`config.mk`:
```
export PLATFORM = sky130hd
export DESIGN_NAME = transmissor_paridade_par
export DESIGN_NICKNAME = d
export VERILOG_FILES = /design/src/rtl/transmissor_paridade_par.sv
export SDC_FILE = /design/constraint.sdc
export NUM_CORES = 1
export LEC_CHECK = 0
export BUFFER_PORTS_ARGS = -buffer_cell sky130_fd_sc_hd__buf_2
export CAP_MARGIN = 10
export CORE_MARGIN = 5
export CORE_UTILIZATION = 54
export DETAILED_ROUTE_END_ITERATION = 6
export PLACE_DENSITY = 0.76
export RECOVER_POWER = 50
export SETUP_SLACK_MARGIN = 0.2
export SYNTH_ARGS = -nofsm -noshare
export SYNTH_HDL_FRONTEND = slang
export SYNTH_SLANG_ARGS = --single-unit
```
`constraint.sdc`:
```
create_clock -name clk -period 2 [get_ports clk]
set_input_delay 0.3 -clock clk [delete_from_list [all_inputs] [get_ports clk]]
set_output_delay 0.3 -clock clk [all_outputs]
set_load 0.005 [all_outputs]
```
`src/rtl/transmissor_paridade_par.sv`:
```
// Serial even-parity transmitter.
// A word captured on a one-cycle start strobe is shifted out LSB first, then
// one parity bit is appended so that every WIDTH+1 bit frame holds an even
// number of ones. Outputs are decoded from registered state only.
module transmissor_paridade_par #(
    parameter int WIDTH = 8
) (
    input  logic             clk,
    input  logic             reset,
    input  logic             start,
    input  logic [WIDTH-1:0] data_in,
    output logic             out_bit,
    output logic             bit_valid,
    output logic             busy,
    output logic             done
);

    localparam int CW = $clog2(WIDTH + 1);

    localparam logic [1:0] IDLE   = 2'd0;
    localparam logic [1:0] DATA   = 2'd1;
    localparam logic [1:0] PARITY = 2'd2;

    // Counter value seen on the edge that shifts out the last data bit.
    localparam logic [CW-1:0] LAST_CNT = CW'(WIDTH - 1);

    logic [1:0]       state_q, state_d;
    logic [WIDTH-1:0] shreg_q, shreg_d;
    logic [CW-1:0]    cnt_q,   cnt_d;
    logic             par_q,   par_d;
    logic             done_q,  done_d;

    // Next-state logic: accept in IDLE, shift and accumulate parity in DATA,
    // send the parity bit for one cycle, then flag completion.
    always_comb begin
        state_d = state_q;
        shreg_d = shreg_q;
        cnt_d   = cnt_q;
        par_d   = par_q;
        done_d  = 1'b0;
        case (state_q)
            IDLE: begin
                if (start) begin
                    state_d = DATA;
                    shreg_d = data_in;
                    cnt_d   = '0;
                    par_d   = 1'b0;
                end
            end
            DATA: begin
                par_d   = par_q ^ shreg_q[0];
                shreg_d = shreg_q >> 1;
                cnt_d   = cnt_q + CW'(1);
                if (cnt_q == LAST_CNT) begin
                    state_d = PARITY;
                end
            end
            PARITY: begin
                state_d = IDLE;
                done_d  = 1'b1;
            end
            default: begin
                state_d = IDLE;
            end
        endcase
    end

    // State registers; reset abandons any partial frame without sending parity.
    always_ff @(posedge clk) begin
        if (reset) begin
            state_q <= IDLE;
            shreg_q <= '0;
            cnt_q   <= '0;
            par_q   <= 1'b0;
            done_q  <= 1'b0;
        end else begin
            state_q <= state_d;
            shreg_q <= shreg_d;
            cnt_q   <= cnt_d;
            par_q   <= par_d;
            done_q  <= done_d;
        end
    end

    // Output decode; the line is held low in IDLE so no stray ones appear
    // between frames.
    always_comb begin
        out_bit   = 1'b0;
        bit_valid = 1'b0;
        busy      = 1'b0;
        case (state_q)
            DATA: begin
                out_bit   = shreg_q[0];
                bit_valid = 1'b1;
                busy      = 1'b1;
            end
            PARITY: begin
                out_bit   = par_q;
                bit_valid = 1'b1;
                busy      = 1'b1;
            end
            default: begin
                out_bit   = 1'b0;
                bit_valid = 1'b0;
                busy      = 1'b0;
            end
        endcase
    end

    assign done = done_q;

endmodule
```
Word level (Yosys, flattened, before mapping)
Cells that the tools add are included.
{ "op_classes": {"multipliers": 0, "n_bitwise": 1, "n_div": 0, "addsub": 1, "n_reduce_logical": 5, "order_cmp": 0, "eq_ne": 5, "mux": 12, "n_shift": 0} }
{ "ops": {"columns": ["operator", "count"], "rows": [
  ["8-bit case mux with 2 select lines", 1],
  ["8-bit two-way mux", 1],
  ["4-bit case mux with 2 select lines", 1],
  ["4-bit by 1-bit adder with 4-bit output, second input constant", 1],
  ["4-bit by 3-bit == test with 1-bit output, second input constant", 1],
  ["2-bit two-way mux", 2],
  ["4-bit two-way mux", 1],
  ["2-bit != test, second input constant", 2],
  ["1-bit case mux with 2 select lines", 2],
  ["2-bit case mux with 2 select lines", 1],
  ["2-bit AND reduction", 2],
  ["1-bit two-way mux", 3],
  ["2-bit by 1-bit == test with 1-bit output, second input constant", 1],
  ["2-bit == test, second input constant", 1],
  ["2-bit logical NOT", 1],
  ["2-bit nonzero test", 1],
  ["2-bit OR reduction", 1],
  ["1-bit XOR", 1]
]} }
{ "totals": {"ff_bits": 16, "output_inout_bits": 4, "latch_bits": 0, "mem_count": 0, "mem_bits_rw": 0, "input_bits": 11, "wordCells": 29, "mem_bits_ro": 0} }

Longest topological paths before layout
Gate-level depths: netlist (run 1).
{ "logic_depth": {"word_depth": 3, "depth_mapped": 7, "ltp_nobuf": 5} }

Worst setup path before layout (run 1)
OpenSTA, ideal clock, no wires.
{ "synth_path": {"path_type": "register to register", "from": "register state_q[0]", "to": "register shreg_q[3]", "path_buffers": 1, "setup_slack_ns": 0.563, "required_time_ns": 1.862, "period_less_slack_ns": 1.437, "path_stages_with_launch": 7, "setup_ns": 0.138, "arrival_time_ns": 1.299, "path_cell_list": "dfxtp_1 inv_1 ha_1 mux2_4 buf_12 nor2_2 a211oi_2"} }
{ "synth_between": {"elab_chain_cells": 3, "word_cells_on_any_way": 6, "classes_between": "2 x eq/ne; 1 x mux; 3 x reduce/logical"} }
{ "synth_lines": {"columns": ["item", "line", "text"], "rows": [
  ["start, declared", "27", "logic [1:0] state_q, state_d;"],
  ["start signal, assigned", "77", "state_q <= state_d;"],
  ["2-bit by 1-bit == test with 1-bit output or 2-bit logical NOT (tied branches)", "41", "case (state_q)"],
  ["2-bit nonzero test (no line) or 2-bit != test (tied branches)", null, null],
  ["2-bit AND reduction (no line)", null, null],
  ["end signal, assigned", "78", "shreg_q <= shreg_d;"],
  ["end, declared", "28", "logic [WIDTH-1:0] shreg_q, shreg_d;"]
]} }
Parallel ways exist; a longest one is shown, timed or not.
A chain may end at the register's enable or synchronous reset.

Worst setup path in the final report (run 1)
{ "layout_path": {"from": "register state_q[0]", "to": "output port out_bit"} }
{ "layout_between": {"elab_chain_cells": 2, "word_cells_on_any_way": 3, "classes_between": "2 x eq/ne; 1 x mux"} }
{ "layout_lines": {"columns": ["item", "line", "text"], "rows": [
  ["2-bit == test or 2-bit by 1-bit == test with 1-bit output (tied branches)", "91", "case (state_q)"],
  ["1-bit case mux with 2 select lines *", "91", null],
  ["end, declared", "12", "output logic out_bit,"]
]} }
Every way passes the cells marked *; elsewhere a longest branch is shown, timed or not.

==> flow_summary.toml, run 1 <==
[logic_synthesis]
synthTopCellsByArea = "dfxtp_1, mux2i_1, a211oi_2"
synth_commonest_cells = "dfxtp_1, mux2i_1, nor2b_1"
avgSynthCellArea_sq_um = 9.72
synth_top_area_share_pct = 33.3
synthAdderAreaFrac_pct = 6.50
synth_xor_area_share_pct = 0.910
synth-seq-cells = 16
synth.distinct_cells = 35
synth_mux_area_share_pct = 12.1
synth_largest_area_cell = "dfxtp_1"
yosys_warnings = 0
synth-simple-area-share_pct = 18.2
ys_seq_area_share_pct = 33.3
synth-main-ff-cell = "dfxtp_1"
syn_inst = 99
synth_most_common_cell = "dfxtp_1"
synth_top_family_by_area = "compound AO/OA/AOI/OAI gates"
synth_area_sq_um = 962
async_flop_share_pct = 0
synth_compound_area_share_pct = 20.8
syn_nets = 115
synth_edf_count = 0

[final_layout]
register_area_sq_um = 320
drive_gt1_share_pct = 26.1
syn2layout_area_growth_pct = 8.19
utilization_pct = 61.0
fillers = 155
insertedDiodeCount = 0
multi_input_area_sq_um = 562
fin_nets = 128

[timing]
finalHoldViolations = 0
worst_pin_slew_ns = 0.404
clock_skew_ns = 0.00216
rsz0062_at_grt = "false"
slew_headroom_pct = 73.1
fin_crit_sh_pct = 82.8
final_max_slew_viol_count = 0
finalSetupViolCount = 0
fmaxAchievable_mhz = 604
fin_crit_ns = 1.66
setup_tns_ns = 0

[placed_design]
gp_congestion = 0.734
dpl.hpwl_um = 1220
port_buffers = 14

[critical_path]
required_ns = 1.70
cp-start-kind = "flip-flop"
slowest_delay_ns = 0.39
rrSetupSlack_ns = 0.39
path_class = "flip-flop to output pin"
crit_chain = "inv_1, ha_1, a22oi_1, nor2b_1, buf_2"
end_kind = "output pin"
crit_arrival_ns = 1.36
worstPathMaxFanout = 4
cp_slowest_cell = "dfxtp_1"

[detailed_routing]
vias_per_cell = 5.26
vias = 715
drc = 0
drt_pass1_iterations = 4
ant_nets = 0
drt_iter0_drc = 15
routedWlPerCell_um = 12.6
wl_um = 1710

[floorplan]
die_area_sq_mm = 0.00273
die-width_um = 52.2
core_area_sq_mm = 0.00171
die_y_um = 52.2
rows = 15
ios = 15
start_util_pct = 56.3

[clock_tree]
worstSkewPairLatency_ns = 0.28
cts_setup_buffers = 0
clock_path_buffers = 2
clkTransAtPathRegs_ns = 0.09
cts_sinks = 16
cts_root_buffer = "clkbuf_4"
cts_made_buffers = 3
cts_resized = 0
cts_tree = "yes"
ctsHoldBuffers = 0
htreeDepth = 1

[global_routing]
track_usage_pct = 14.4
grt_pass1_vias = 693
grt_pass1_wl_um = 3000
grt.overflow.total = 0
grt_max_degree = 16
antenna_found_initial = 0

[pwr]
leakage_nw = 0.435
powerDensity_mw_per_mm2 = 810
ir_worst_vdd_mv = 0.537

[run_status]
status = "completed"

[worst_hold_path]
hold_path_class = "input pin to flip-flop"

[run]
drv_cap = 0
power by group:
group / switching [mW] / internal, mW
Clock: 0.100 / 0.111
Combinational: 0.135 / 0.114
Sequential: 0.0284 / 0.355
registers in the layout (all words and copies together), names as in the netlist:
register / cells
cnt_q: 4
shreg_q: 8
state_q: 2
par_q: 1
done: 1
cells by family after synthesis:
logic type / Yosys count
xor+xnor: 1
buf+inv: 11
mux: 11
flops: 16
compound gates: 25
simple gates: 30
fa+ha+maj: 5
worst max-delay path: cells and delay by family (launching register included):
| kind | cells | cell delay (ns) |
|---|---|---|
| simple gates | 1 | 0.06 |
| buf+inv | 2 | 0.20 |
| fa+ha+maj | 1 | 0.21 |
| flops | 1 | 0.39 |
| compound gates | 1 | 0.20 |
metal layers:
metal / part of all wire [%] / global-route usage (%) / vias up
met1: 49 / 18.4 / 320
met5: 0 / 0 / -
met2: 45 / 23.6 / 14
li1: - / - / 379
met4: 0.70 / 3.40 / 0
met3: 4.7 / 4.56 / 2
metrics by stage:
stage / cells / area, sq um / power [mW] / setup slack, ns / hold WS [ns]
6_report: 136 / 1040 / 0.844 / 0.343 / 0.356
3_5_place_dp: 132 / 1010 / 0.642 / 0.424 / 0.478
4_1_cts: 136 / 1040 / 0.857 / 0.320 / 0.353
3_3_place_gp: 132 / 1010 / 0.633 / 0.442 / 0.466
2_1_floorplan: 99 / 962 / 0.614 / 0.563 / 0.372
5_1_grt: 136 / 1040 / 0.903 / 0.204 / 0.375
cells in the final DEF (no fill, tap or decap), types with 2 or more instances in the layout:
cell type  instances
and3b_1            2
nor2_1             7
a21oi_1            2
clkbuf_4           3
buf_2             13
nor2b_1            9
a211oi_2           5
a211oi_1           2
a21boi_0           2
inv_1              3
o21ai_0            4
nand2_1            4
mux2i_1            9
nand4b_1           2
nor2_2             3
ha_1               5
a31oi_1            3
dfxtp_1           16
layout make-up:
| class | count | share of cell area (%) |
|---|---|---|
| clock buffers | 4 | 3.49 |
| inverters | 4 | 1.44 |
| multi-input cells | 72 | 54.0 |
| flip-flops and latches | 16 | 30.8 |
| well taps | 25 | 3.00 |
| repair buffers | 15 | 7.33 |
path summary, 6_finish.rpt:
kind	from	end	depth (start not counted)
hold / removal	data_in[0]	shreg_q[0]$_SDFFE_PP0P_	3
setup / recovery	state_q[0]$_SDFFE_PP0P_	out_bit	5
hold reg to reg	state_q[1]$_SDFFE_PP0P_	state_q[1]$_SDFFE_PP0P_	2
setup reg to reg	state_q[1]$_SDFFE_PP0P_	par_q$_SDFFE_PP0P_	6
No activity file was read; power rests on OpenSTA's default activity.
==> inputs of run 2 (changes only) <==
==> constraint.sdc (replaced) <==
create_clock -name clk -period 1.6 [get_ports clk]
set_input_delay 0.24 -clock clk [delete_from_list [all_inputs] [get_ports clk]]
set_output_delay 0.24 -clock clk [all_outputs]
set_load 0.005 [all_outputs]
==> run 2 against run 1 <==
First-iteration DRC count did not move. Cell count rose by 2.9%. Non-clock buffer count rose by 4. Combinational power rose by 74%. Sequential power rose by 28%. Routed wire length rose by 21%. Clock power barely moved. Sequential cell count did not move. Count of clock-buffer cells in the layout fell by 1. Hold slack got worse by 0.053 ns. Die area did not move. Largest power group unchanged. Highest routed layer unchanged. Clock skew rose by 0.0033 ns.
==> flow_summary.toml, run 2 (synthesis gave the netlist of run 1 again) <==
[final_layout]
syn2layout_area_growth_pct = 21.7
largest_reg_flops = 8
drive_gt1_share_pct = 37.4
layout_commonest_cell = "dfxtp_1"
largestRegisters = "shreg_q x8, cnt_q x4, state_q x2"
fin_nets = 133
regMostFlops = "shreg_q"
final_cell_mix = "dfxtp_1, buf_2, mux2i_1"
insertedDiodeCount = 0

[critical_path]
cp-start-kind = "flip-flop"
r2r_cells = 6
worstReg2RegStart = "state_q[0]$_SDFFE_PP0P_"
worstPathMaxFanout = 3
required_ns = 1.36
worst_r2r_endpoint = "cnt_q[1]$_SDFFE_PP0P_"
rrSetupSlack_ns = 0.16
end_kind = "output pin"
path_class = "flip-flop to output pin"
crit_arrival_ns = 1.23

[clock_tree]
worstSkewPairLatency_ns = 0.29
cts_made_buffers = 3
htreeDepth = 1
cts_tree = "yes"
cts_root_buffer = "clkbuf_4"
clkTransAtPathRegs_ns = 0.09
cts_sinks = 16
ctsHoldBuffers = 0
clock_path_buffers = 2

[timing]
slew_headroom_pct = 77.7
finalSetupViolCount = 0
fin_crit_ns = 1.47
fmaxAchievable_mhz = 682
rsz0062_at_grt = "true"
hold_slack_ns = 0.304
clock_skew_ns = 0.00546
final_max_slew_viol_count = 0
setup_tns_ns = 0
finalHoldViolations = 0
fin_crit_sh_pct = 91.7
worst_pin_slew_ns = 0.335

[placed_design]
dpl.hpwl_um = 1330
gp_congestion = 0.806
port_buffers = 14

[global_routing]
grt_pass1_vias = 767
antenna_found_initial = 0
grt_pass1_wl_um = 3280
busiest_layer = "met2"
use_met1_pct = 18.2
use_met3_pct = 3.13
grt_max_degree = 16
grt.overflow.total = 0
grt_util_met2_pct = 28.7
track_usage_pct = 16.0

[detailed_routing]
vias_per_cell = 5.66
vias = 792
drc = 0
wl_um = 2080
ant_nets = 0
drt_pass1_iterations = 4
drt_iter0_drc = 15
routedWlPerCell_um = 14.9

[worst_hold_path]
hold_path_class = "input pin to flip-flop"
min_from = "data_in[6]"
min_path_cells = 3
hold_path_end = "shreg_q[6]$_SDFFE_PP0P_"

[floorplan]
start_util_pct = 56.3
die_y_um = 52.2
ios = 15
die_area_sq_mm = 0.00273
rows = 15
die-width_um = 52.2
core_area_sq_mm = 0.00171

[pwr]
ir_worst_vdd_mv = 0.658
powerDensity_mw_per_mm2 = 967
leakage_nw = 0.468

[run_status]
status = "completed"

[run]
drv_cap = 0
-- run 2: worst max path at each step --
stage,startpoint,end,cells past startpoint
finish,state_q[1]$_SDFFE_PP0P_,out_bit,4
global route,state_q[1]$_SDFFE_PP0P_,out_bit,4
CTS,state_q[0]$_SDFFE_PP0P_,out_bit,4
detailed placement,state_q[0]$_SDFFE_PP0P_,cnt_q[1]$_SDFFE_PP0P_,5
global placement,state_q[0]$_SDFFE_PP0P_,cnt_q[1]$_SDFFE_PP0P_,5
floorplan,state_q[0]$_SDFFE_PP0P_,shreg_q[3]$_SDFFE_PP0P_,6
-- run 2: what timing repair did --
| action | CTS | global route |
|---|---|---|
| buffers inserted | 1 | 1 |
| endpoints found under the setup margin | 16 | 14 |
| cloned | 0 | 2 |
| gates resized for setup | 15 | 5 |
| pin swaps | 2 | 3 |
-- run 2: power breakdown --
group	switching [mW]	internal [mW]
sequential	0.0441	0.445
combinational	0.211	0.223
clock	0.121	0.0875
-- run 2: layer usage --
layer  wire length [um]  vias up
li1                   -      391
met2               1100       11
met1                885      386
met4                 24        0
met3                 65        4
met5                  0        -
-- run 2: cell type report --
cell class / count / area (sq um)
inverter: 4 / 20.0
tap: 25 / 31.3
sequential: 16 / 328
fill: 137 / 537
multi-input combinational: 73 / 641
clock buffer: 3 / 22.5
timing repair buffer: 19 / 129
-- run 2: through the flow --
step	total power, mW	setup slack [ns]	utilization [%]	instances	cell area [sq um]
after CTS	1.09	0.124	66.0	137	1130
final	1.13	0.133	68.6	140	1170
after floorplan	0.774	0.219	-	99	968
after detailed placement	0.831	0.118	60.4	133	1030
after global placement	0.814	0.186	60.4	133	1030
after global routing	1.20	0.0671	68.6	140	1170
-- run 2: worst max-delay path: stages, from the launching register on --
cell and delay, ns:
dfxtp_4 0.38, inv_4 0.06, ha_4 0.26, nor2b_1 0.12, buf_2 0.12
==> inputs of run 3 (changes only) <==
--- a/config.mk
+++ b/config.mk
@@ -8,9 +8,9 @@
 export BUFFER_PORTS_ARGS = -buffer_cell sky130_fd_sc_hd__buf_2
 export CAP_MARGIN = 10
 export CORE_MARGIN = 5
-export CORE_UTILIZATION = 54
+export CORE_UTILIZATION = 50
 export DETAILED_ROUTE_END_ITERATION = 6
-export PLACE_DENSITY = 0.76
+export PLACE_DENSITY = 0.72
 export RECOVER_POWER = 50
 export SETUP_SLACK_MARGIN = 0.2
 export SYNTH_ARGS = -nofsm -noshare
==> constraint.sdc (replaced) <==
create_clock -name clk -period 1.77 [get_ports clk]
set_input_delay 0.2655 -clock clk [delete_from_list [all_inputs] [get_ports clk]]
set_output_delay 0.2655 -clock clk [all_outputs]
set_load 0.005 [all_outputs]
==> run 3 against run 2 <==
Global-route usage decreased by 1.8 points. Clock skew fell by 0.0033 ns. First-iteration DRC count shrank 33%. Routed wire length fell by 14%. Critical endpoint unchanged. Largest power group unchanged.
==> flow_summary.toml, run 3 (synthesis gave the netlist of run 1 again) <==
[run_status]
status = "completed"

[timing]
setup_tns_ns = 0
clock_skew_ns = 0.00218
fin_crit_ns = 1.57
finalSetupViolCount = 0
fin_crit_sh_pct = 88.9
slew_headroom_pct = 76.0
fmaxAchievable_mhz = 636
finalHoldViolations = 0
fin_ws_ns = 0.197
worst_pin_slew_ns = 0.351
rsz0062_at_grt = "true"
final_max_slew_viol_count = 0

[floorplan]
die_area_sq_mm = 0.00290
rows = 15
core_area_sq_mm = 0.00178
ios = 15
die_y_um = 53.9
die-width_um = 53.9
start_util_pct = 54.0

[critical_path]
crit_arrival_ns = 1.31
critPathTopFamily = "flip-flops"
rrSetupSlack_ns = 0.25
cp_slowest_cell = "dfxtp_4"
crit_buf_inv = 2
crit_chain = "inv_1, ha_1, a22oi_2, nor2b_1, buf_2"
worstPathMaxFanout = 4
slowest_delay_ns = 0.37
end_kind = "output pin"
cp-start-kind = "flip-flop"
path_class = "flip-flop to output pin"
required_ns = 1.50

[detailed_routing]
drt_iter0_drc = 10
wl_um = 1790
vias_per_cell = 5.28
drt_pass1_iterations = 2
drc = 0
ant_nets = 0
routedWlPerCell_um = 13.1
vias = 723

[final_layout]
fillers = 165
regMostFlops = "shreg_q"
layout_commonest_cell = "dfxtp_1"
largestRegisters = "shreg_q x8, cnt_q x4, state_q x2"
multi_input_area_sq_um = 572
drive_gt1_share_pct = 32.1
syn2layout_area_growth_pct = 10.5
register_area_sq_um = 325
insertedDiodeCount = 0
largest_reg_flops = 8
final_cell_mix = "dfxtp_1, buf_2, nor2b_1, mux2i_1, nor2_1"
fin_nets = 129

[worst_hold_path]
hold_path_class = "input pin to flip-flop"

[global_routing]
use_met1_pct = 15.8
grt_util_met2_pct = 24.0
grt_pass1_vias = 697
grt_pass1_wl_um = 2950
grt_max_degree = 16
use_met3_pct = 6.37
grt.overflow.total = 0
busiest_layer = "met2"
antenna_found_initial = 0
track_usage_pct = 14.2

[clock_tree]
cts_root_buffer = "clkbuf_4"
cts_tree = "yes"
cts_made_buffers = 3
clkTransAtPathRegs_ns = 0.09
cts_sinks = 16
clock_path_buffers = 2
htreeDepth = 1
worstSkewPairLatency_ns = 0.28

[placed_design]
dpl_worst_slack_ns = 0.242
gp_congestion = 0.726
dpl.hpwl_um = 1280
port_buffers = 14

[pwr]
powerDensity_mw_per_mm2 = 911
ir_worst_vdd_mv = 0.675
leakage_nw = 0.439
report.power.total_mw = 0.968

[run]
drv_cap = 0
==> run 3: cell count changes in the layout (fill, tap and decap cells not counted), sizes merged <==
| cell | previous run | this run |
|---|---|---|
| mux2 | 3 | 2 |
| buf | 17 | 15 |
==> run 3: path summary, 6_finish.rpt <==
check / startpoint / end / depth (start not counted)
max: state_q[0]$_SDFFE_PP0P_ / out_bit / 5
min: data_in[0] / shreg_q[0]$_SDFFE_PP0P_ / 3
max reg2reg: state_q[0]$_SDFFE_PP0P_ / shreg_q[7]$_SDFFE_PP0P_ / 5
min reg2reg: state_q[1]$_SDFFE_PP0P_ / state_q[1]$_SDFFE_PP0P_ / 2
==> run 3: layout make-up <==
class / count / area share, %
clock buffers: 4 / 3.41
inverters: 4 / 1.41
multi-input cells: 72 / 53.8
flip-flops and latches: 16 / 30.6
well taps: 25 / 2.94
repair buffers: 16 / 7.88
==> run 3: routing by layer <==
layer / part of all wire [%] / up-vias
met4: 1.3 / 0
met5: 0 / -
met3: 5.1 / 4
met2: 50 / 13
li1: - / 380
met1: 44 / 326
==> run 3: through the flow <==
step	util [%]	area [sq um]	instances	hold WS (ns)
after floorplan	-	962	99	0.337
after global placement	56.9	1010	133	0.464
after detailed placement	56.9	1010	133	0.485
after CTS	59.4	1060	137	0.303
after global routing	59.6	1060	137	0.302
final	59.6	1060	137	0.310
==> run 3: power by group <==
| part | internal, mW | switching (mW) |
|---|---|---|
| registers | 0.403 | 0.0332 |
| logic | 0.136 | 0.157 |
| clock network | 0.125 | 0.114 |
==> run 3: what timing repair did <==
| action | 4_1_cts | 5_1_grt |
|---|---|---|
| hold endpoints to repair | 0 | 0 |
| setup endpoints to repair | 1 | 5 |
| resized for setup | 5 | 4 |
| setup buffers | 0 | 0 |
| pin swaps | 2 | 0 |
| hold buffers | 0 | 0 |
==> run 3: worst register-to-register path: cells and delay by family (launching register included) <==
family        cells  cell delay (ns)
mux               2             0.60
simple gates      1             0.05
fa+ha+maj         1             0.30
flops             1             0.37
buf+inv           1             0.08
